$ cat src/rtl/mem_access_pkg.sv
// rtl/mem_access_pkg.sv - shared types and encodings for the MEM pipeline stage
package mem_access_pkg;

    localparam int XLEN      = 32;
    localparam int REGADDR_W = 5;

    localparam logic [2:0] F3_B  = 3'b000;
    localparam logic [2:0] F3_H  = 3'b001;
    localparam logic [2:0] F3_W  = 3'b010;
    localparam logic [2:0] F3_BU = 3'b100;
    localparam logic [2:0] F3_HU = 3'b101;

    typedef enum logic {
        S_IDLE = 1'b0,
        S_WAIT = 1'b1
    } state_e;

    function automatic logic is_misaligned(input logic [2:0] funct3, input logic [1:0] offset);
        case (funct3)
            F3_H, F3_HU: is_misaligned = offset[0];
            F3_W:        is_misaligned = (offset != 2'b00);
            default:     is_misaligned = 1'b0;
        endcase
    endfunction

endpackage

$ cat src/rtl/mem_access_load_extend.sv
// rtl/mem_access_load_extend.sv - selects and extends the loaded byte/half from a read word
module load_extend
    import mem_access_pkg::*;
(
    input  logic [XLEN-1:0] rdata_i,
    input  logic [1:0]      offset_i,
    input  logic [2:0]      funct3_i,
    output logic [XLEN-1:0] result_o
);

    logic [7:0]  byte_sel;
    logic [15:0] half_sel;

    always_comb begin
        byte_sel = rdata_i[{offset_i, 3'b000} +: 8];
        half_sel = offset_i[1] ? rdata_i[31:16] : rdata_i[15:0];
        case (funct3_i)
            F3_B:    result_o = {{24{byte_sel[7]}}, byte_sel};
            F3_BU:   result_o = {24'h0, byte_sel};
            F3_H:    result_o = {{16{half_sel[15]}}, half_sel};
            F3_HU:   result_o = {16'h0, half_sel};
            default: result_o = rdata_i;
        endcase
    end

endmodule

$ cat src/rtl/mem_access.sv
// rtl/mem_access.sv - MEM stage: issues data-memory accesses and produces write-back results
module mem_access
    import mem_access_pkg::*;
(
    input  logic                 clk_i,
    input  logic                 reset_i,
    input  logic                 valid_i,
    output logic                 ready_o,
    input  logic [XLEN-1:0]      alu_result_i,
    input  logic [XLEN-1:0]      read_data2_i,
    input  logic [REGADDR_W-1:0] write_reg_i,
    input  logic                 reg_write_i,
    input  logic                 mem_read_i,
    input  logic                 mem_write_i,
    input  logic [2:0]           funct3_i,
    output logic                 dmem_req_o,
    output logic                 dmem_we_o,
    output logic [XLEN-1:0]      dmem_addr_o,
    output logic [XLEN-1:0]      dmem_wdata_o,
    output logic [3:0]           dmem_be_o,
    input  logic                 dmem_ack_i,
    input  logic [XLEN-1:0]      dmem_rdata_i,
    output logic                 valid_o,
    output logic [XLEN-1:0]      wb_data_o,
    output logic [REGADDR_W-1:0] write_reg_o,
    output logic                 reg_write_o,
    output logic                 misaligned_o
);

    state_e                 state_q;
    logic                   ready_q, valid_q, mis_q, rw_out_q;
    logic [XLEN-1:0]        wb_q;
    logic [REGADDR_W-1:0]   wr_reg_q;
    logic                   req_q, we_q;
    logic [XLEN-1:0]        addr_q, wdata_q;
    logic [3:0]             be_q;
    logic [1:0]             off_q;
    logic [2:0]             f3_q;
    logic                   load_rw_q;

    logic [1:0]             offset;
    logic                   mem_op;
    logic [3:0]             store_be;
    logic [XLEN-1:0]        store_wdata;
    logic [XLEN-1:0]        load_val;

    assign offset = alu_result_i[1:0];
    assign mem_op = mem_read_i | mem_write_i;

    // Loads request the whole word; lane selection happens on the way back.
    always_comb begin
        store_be    = 4'b1111;
        store_wdata = read_data2_i;
        if (mem_write_i) begin
            case (funct3_i)
                F3_B, F3_BU: begin
                    store_be    = 4'b0001 << offset;
                    store_wdata = {4{read_data2_i[7:0]}};
                end
                F3_H, F3_HU: begin
                    store_be    = 4'b0011 << offset;
                    store_wdata = {2{read_data2_i[15:0]}};
                end
                default: ;
            endcase
        end
    end

    load_extend u_load_extend (
        .rdata_i  (dmem_rdata_i),
        .offset_i (off_q),
        .funct3_i (f3_q),
        .result_o (load_val)
    );

    always_ff @(posedge clk_i) begin
        if (!reset_i) begin
            state_q   <= S_IDLE;
            ready_q   <= 1'b1;
            valid_q   <= 1'b0;
            mis_q     <= 1'b0;
            rw_out_q  <= 1'b0;
            wb_q      <= '0;
            wr_reg_q  <= '0;
            req_q     <= 1'b0;
            we_q      <= 1'b0;
            addr_q    <= '0;
            wdata_q   <= '0;
            be_q      <= '0;
            off_q     <= '0;
            f3_q      <= '0;
            load_rw_q <= 1'b0;
        end else begin
            valid_q  <= 1'b0;
            mis_q    <= 1'b0;
            rw_out_q <= 1'b0;
            case (state_q)
                S_IDLE: begin
                    if (valid_i && ready_q) begin
                        wr_reg_q <= write_reg_i;
                        if (!mem_op) begin
                            valid_q  <= 1'b1;
                            wb_q     <= alu_result_i;
                            rw_out_q <= reg_write_i;
                        end else if (is_misaligned(funct3_i, offset)) begin
                            valid_q <= 1'b1;
                            mis_q   <= 1'b1;
                            wb_q    <= alu_result_i;
                        end else begin
                            req_q     <= 1'b1;
                            we_q      <= mem_write_i;
                            addr_q    <= {alu_result_i[XLEN-1:2], 2'b00};
                            wdata_q   <= store_wdata;
                            be_q      <= store_be;
                            off_q     <= offset;
                            f3_q      <= funct3_i;
                            load_rw_q <= reg_write_i & mem_read_i;
                            ready_q   <= 1'b0;
                            state_q   <= S_WAIT;
                        end
                    end
                end
                S_WAIT: begin
                    // Request stays frozen until the memory acknowledges it.
                    if (dmem_ack_i) begin
                        req_q    <= 1'b0;
                        we_q     <= 1'b0;
                        valid_q  <= 1'b1;
                        wb_q     <= load_val;
                        rw_out_q <= load_rw_q;
                        ready_q  <= 1'b1;
                        state_q  <= S_IDLE;
                    end
                end
                default: state_q <= S_IDLE;
            endcase
        end
    end

    assign ready_o      = ready_q;
    assign valid_o      = valid_q;
    assign misaligned_o = mis_q;
    assign reg_write_o  = rw_out_q;
    assign wb_data_o    = wb_q;
    assign write_reg_o  = wr_reg_q;
    assign dmem_req_o   = req_q;
    assign dmem_we_o    = we_q;
    assign dmem_addr_o  = addr_q;
    assign dmem_wdata_o = wdata_q;
    assign dmem_be_o    = be_q;

endmodule
$ cat config.mk
export PLATFORM = sky130hd
export DESIGN_NAME = mem_access
export DESIGN_NICKNAME = d
export VERILOG_FILES = /design/src/rtl/mem_access_pkg.sv /design/src/rtl/mem_access_load_extend.sv /design/src/rtl/mem_access.sv
export SDC_FILE = /design/constraint.sdc
export NUM_CORES = 1
export LEC_CHECK = 0
export CELL_PAD_IN_SITES_DETAIL_PLACEMENT = 1
export CELL_PAD_IN_SITES_GLOBAL_PLACEMENT = 1
export CORE_AREA = 2 2 119 179
export CTS_CLUSTER_SIZE = 8
export DETAILED_ROUTE_END_ITERATION = 7
export DIE_AREA = 0 0 121 181
export GPL_TIMING_DRIVEN = 0
export PLACE_DENSITY_LB_ADDON = 0.1
export SLEW_MARGIN = 20
export SYNTH_ARGS = -nofsm -noshare
export SYNTH_HDL_FRONTEND = slang
export SYNTH_HIERARCHICAL = 1
export SYNTH_SLANG_ARGS = --single-unit
$ cat constraint.sdc
create_clock -name clk_i -period 1.85 [get_ports clk_i]
set_clock_uncertainty 0.2 [all_clocks]
set_input_delay 0.37 -clock clk_i [delete_from_list [all_inputs] [get_ports clk_i]]
set_output_delay 0.37 -clock clk_i [all_outputs]
set_load 0.05 [all_outputs]
* Yosys cells after proc, flatten, opt, wreduce, memory -nomap -nowiden
Cells that the tools add are included.
Widths: inputs -> output; s select.
** Operators by class
- Eq/ne operators :: 12
- Shift-type cells :: 3
- Multiplexer cells :: 44
- Bitwise gates (word level) :: 7
- Reduce and logical (&&, ||, !) cells :: 11
** Operators by type and width (number)
- $mux 32 :: 5
- $pmux 32 s2 :: 2
- $pmux 32 s4 :: 1
- $shiftx 32x6->8 :: 1
- $mux 1 :: 26
- $mux 16 :: 1
- $pmux 1 s2 :: 7
- $eq 3x3->1 const B :: 4
- $ne 2x2->1 const B :: 4
- $pmux 4 s2 :: 1
- $reduce_and 4->1 :: 2
- $eq 3x1->1 const B :: 2
- $logic_not 3->1 :: 2
- $not 1->1 :: 5
- $mux 4 :: 1
- $reduce_or 2->1 :: 2
- $reduce_or 4->1 :: 1
- $shl 1x2->4 const A :: 1
- $shl 2x2->4 const A :: 1
- $eq 3x2->1 const B :: 1
- $ne 3x3->1 const B :: 1
- $reduce_and 3->1 :: 1
- $reduce_and 2->1 :: 1
- $reduce_bool 2->1 :: 1
- 3 further kinds :: 3
** Storage, ports and cells
- Register bits after elaboration :: 116
- Output and inout bits :: 111

* Depth between registers and ports, before layout
- Word-level depth :: 11
- Gate-level depth with buffers :: 8
- Gate-level depth less buffers :: 6

* Cells and area by module
Netlist, hierarchy kept.
** Modules (own cells, without submodules)
- mem_access :: times used 1, cells an instance 556, area an instance 5198.7 um^2, sequential area each 2322.2 um^2
- load_extend :: times used 1, cells an instance 96, area an instance 845.8 um^2, sequential area each 0.0 um^2

* Least setup slack after synthesis
OpenSTA, ideal clock, no wires.
- Kind :: register to register
- Start :: register ready_q, in the netlist ready_o
- End :: register wdata_q[18], in the netlist dmem_wdata_o[18]
- Library setup time :: 0.116 ns
- Arrival :: 1.790 ns
- Required time :: 1.534 ns
- Path slack :: -0.257 ns
- Cell stages (with the launch flop) :: 7
- Path buffers :: 2
- Clock period less this slack :: 2.107 ns
- Path through :: dfxtp_1 -> nand3b_1 -> nor2_1 -> buf_2 -> clkbuf_1 -> nand3_1 -> o211a_1
** Between the ends
- Longest elaborated chain between the ends :: 2
** RTL lines
- start: declaration :: line mem_access.sv:31 : logic ready_q, valid_q, mis_q, rw_out_q;
- start signal: assignment :: line mem_access.sv:79 : ready_q <= 1'b1;
- start signal: assignment :: line mem_access.sv:118 : ready_q <= 1'b0;
- start signal: assignment :: line mem_access.sv:131 : ready_q <= 1'b1;
- $logic_and 1x1->1 :: line mem_access.sv:99 : if (valid_i && ready_q) begin
- $reduce_and 4->1 (no line)
- end signal: assignment :: line mem_access.sv:113 : wdata_q <= store_wdata;
- end: declaration :: line mem_access.sv:35 : logic [XLEN-1:0] addr_q, wdata_q;
Every way passes these cells.
A chain may end at the register's enable or synchronous reset.

* Final worst setup path
- Start :: register off_q[0]
- End :: register wb_q[3], in the netlist wb_data_o[3]
** Between the ends
- Longest elaborated chain between the ends :: 4
** RTL lines
- start: declaration :: line mem_access.sv:37 : logic [1:0] off_q;
- start signal: assignment :: line mem_access.sv:115 : off_q <= offset;
- $shiftx 32x6->8 :: line mem_access_load_extend.sv:15 : byte_sel = rdata_i[{offset_i, 3'b000} +: 8];
- $pmux 32 s4 :: line mem_access_load_extend.sv:17 : case (funct3_i)
- net load_val[3] :: line mem_access.sv:45 : logic [XLEN-1:0] load_val;
- $mux 32 :: line mem_access.sv:125 : if (dmem_ack_i) begin
- $pmux 32 s2 :: line mem_access.sv:97 : case (state_q)
- end signal: assignment :: line mem_access.sv:103 : wb_q <= alu_result_i;
- end signal: assignment :: line mem_access.sv:108 : wb_q <= alu_result_i;
- end signal: assignment :: line mem_access.sv:129 : wb_q <= load_val;
- end: declaration :: line mem_access.sv:32 : logic [XLEN-1:0] wb_q;
The timed path passes the listed nets, and every way through them passes these cells. The select of a mux whose other input is x is not followed.

==> out/results.ini <==
[yosys]
synth_cell_types=52
async_reset_ff_frac=0
syn_area_um2=6040
yosys.area_share.simple=0.172
yosys.area.top_type_share=0.384
syn_avg_cell_area_um2=9.27
yosysTopAreaCell=dfxtp_1
synth_edf_count=0
synth-compound-area-share=0.244
yosysWarnings=6
synth_top_family_by_area=compound AO/OA/AOI/OAI gates
synth-main-ff-cell=dfxtp_1
muxShareOfSynthArea=0.126
synth_xor_area_frac=0
synth.area.top_cells=dfxtp_1 (38%), mux2i_1 (12%), nand2_1 (7.0%)
ys_ff_latch=116
synth_cells=652
seq_area_frac_synth=0.384
synthAdderAreaFrac=0

[layout]
syn2layout_area_growth_pct=63.6
design_area_um2=9890
drive_gt1_frac=0.327
finalNetCount=1026
fin_cells=1192
fillerInstances=2289
fin_util=0.488

[place]
hpwl_um=20400
gp_congestion=0.890
port_buffers=216
placed_cells_incl_taps=1133
postPlaceCellArea_um2=8660

[worst_setup_path]
critPathMaxStageDelay_ns=0.41
crit_required_ns=1.96
crit_slowest_cell=dfxtp_4
crit_path_cell_trace=buf_6 -> mux2_4 -> a22o_1 -> a221o_1 -> mux2i_1 -> nand2_1 -> o221a_2
cp-start-kind=flip-flop
critPathKind=flip-flop to flip-flop
arrival_ns=2.21
crit_fanout=6
cp-end-kind=flip-flop

[floorplanning]
die_h_um=181
initial_utilization=0.298
core_um2=20300
dieArea_um2=21900
row_count=64
io-pin-count=222
die_width_um=121

[sta]
fin_crit_sh=1.13
rsz0062_at_grt=yes
drv_slew=0
tightest_slew_ns=0.635
setup_ws_ns=-0.245
slew_headroom=0.577
fin_crit_ns=2.10
fin_setup_tns_ns=-5.33
finalHoldViolations=0
setup_viol=32
fmax_ghz=0.477

[grt]
grt_pass1_wl_um=39700
antenna_found_initial=1
grt_max_degree=17
grtUsageTotal=0.239
grt_overflow=0
grt_pass1_vias=7040

[pwr]
ir_worst_vdd_uv=597
power.density_nw_per_um2=925
p_leak_nw=3.90
finalPower_mw=9.15

[clock_tree]
numClockSinks=116
clock_latency_ns=0.42
cts_tree=yes
max-clock-path-buffers=2
htree_levels=4
cts_root_buf=clkbuf_16
clk_pin_slew_ns=0.05
numCtsBuffers=17
cts_hold_buf=0

[outcome]
outcome=finished, violations left
failed_checks=negative setup slack

[route]
vias_per_cell=5.29
dr_total_vias=6301
first_pass_iters=4
drc=0
wl_um=26300
antenna_left=0
drt_iter0_markers=211
post_drt_wl_per_cell_um=22.0

[job]
cap_violations=0

[worst_hold_path]
min_path_type=input port to flip-flop

==> placed cells by master (no fill, tap or decap), types with 8 or more instances in the layout <==
cell type        instances
nor2b_1                  8
clkbuf_16               17
buf_2                   15
buf_6                   19
a21oi_1                  9
a2bb2oi_2               16
clkbuf_2                25
clkdlybuf4s15_2         93
o211ai_1                 9
nand3_1                 19
clkdlybuf4s50_1        102
nand2_1                110
buf_4                   25
mux2i_1                 65
a21boi_0                 8
o221a_4                  8
nand4_1                 45
o21ai_0                 35
dfxtp_1                111
o211a_1                 20
o221a_1                 15
clkbuf_1                18
o221a_2                  9
==> cell usage after synthesis (10+ instances only) <==
cell type	n
o221a_1	15
a2bb2oi_2	14
nand4_1	45
a21oi_1	10
nor2b_1	11
dfxtp_1	116
mux2i_1	70
buf_2	14
nand2_1	112
o211a_1	20
clkbuf_1	33
buf_6	14
nand3_1	19
o221a_2	17
o21ai_0	44
==> what timing repair did <==
action                     4_1_cts  5_1_grt
gates resized for setup        358       84
setup endpoints to repair      225      120
gates cloned                     3        1
pin swaps                        7       16
setup buffers                   15       10
==> critical path: cells and delay by family, from the launching register on <==
kind            cells  cell delay [ns]
flops               1             0.41
simple gates        1             0.07
buf+inv             1             0.12
mux                 2             0.43
compound gates      3             0.77
==> area by class of cell <==
cell class	instances	area (um2)	share of cell area
clock buffers	17	425	0.0430
diodes	1	2.50	0.000253
flip-flops and latches	116	2330	0.236
plain buffers	73	547	0.0553
repair buffers	245	2510	0.254
multi-input cells	459	3560	0.360
inverters	3	18.8	0.00190
clock inverters	14	155	0.0157
well taps	264	330	0.0334
==> routing by layer <==
layer | track usage | vias to the layer above | routed length [um]
met3 | 0.0597 | 59 | 1500
met1 | 0.241 | 3046 | 9440
met2 | 0.440 | 232 | 14000
met4 | 0.131 | 0 | 1310
met5 | 0 | - | 0
li1 | - | 2964 | -
==> power by group <==
group / internal (mW) / total, mW / switching [mW] / leakage (nW)
Combinational: 1.22 / 3.01 / 1.78 / 2.68
Clock: 1.99 / 3.28 / 1.29 / 0.270
Sequential: 2.72 / 2.87 / 0.146 / 0.953
Total: 5.93 / 9.15 / 3.22 / 3.90
==> registers in the layout, indices dropped and copies added, names as in the netlist <==
register      flops
wb_data_o        32
misaligned_o      1
write_reg_o       5
off_q             2
dmem_wdata_o     32
load_rw_q         1
dmem_req_o        1
valid_o           1
dmem_addr_o      30
state_q           1
reg_write_o       1
f3_q              3
dmem_we_o         1
ready_o           1
dmem_be_o         4
==> metrics by stage <==
stage,hold slack (ns),setup WS (ns)
2_1_floorplan,0.236,-0.0308
3_3_place_gp,0.245,-0.824
3_5_place_dp,0.256,-0.834
4_1_cts,0.0162,-0.269
5_1_grt,0.0451,-0.297
6_report,0.0336,-0.245
==> path summary, 6_finish.rpt <==
path / cells past startpoint / end / start / slack [ns]
setup / recovery: 7 / wb_data_o[3]$_SDFFE_PN0P_ / off_q[0]$_SDFFE_PN0P_ / -0.25
hold / removal: 3 / off_q[0]$_SDFFE_PN0P_ / alu_result_i[0] / 0.03
setup reg to reg: 7 / wb_data_o[3]$_SDFFE_PN0P_ / off_q[0]$_SDFFE_PN0P_ / -0.25
hold reg to reg: 2 / dmem_addr_o[6]$_SDFFE_PN0P_ / dmem_addr_o[6]$_SDFFE_PN0P_ / 0.26
==> logic make-up after synthesis <==
family | Yosys count
and+or+nand+nor | 214
buffers and inverters | 78
other | 1
muxes | 75
AOI/OAI and AO/OA | 168
DFF | 116
Note: power is estimated with default switching activity, not from simulation.
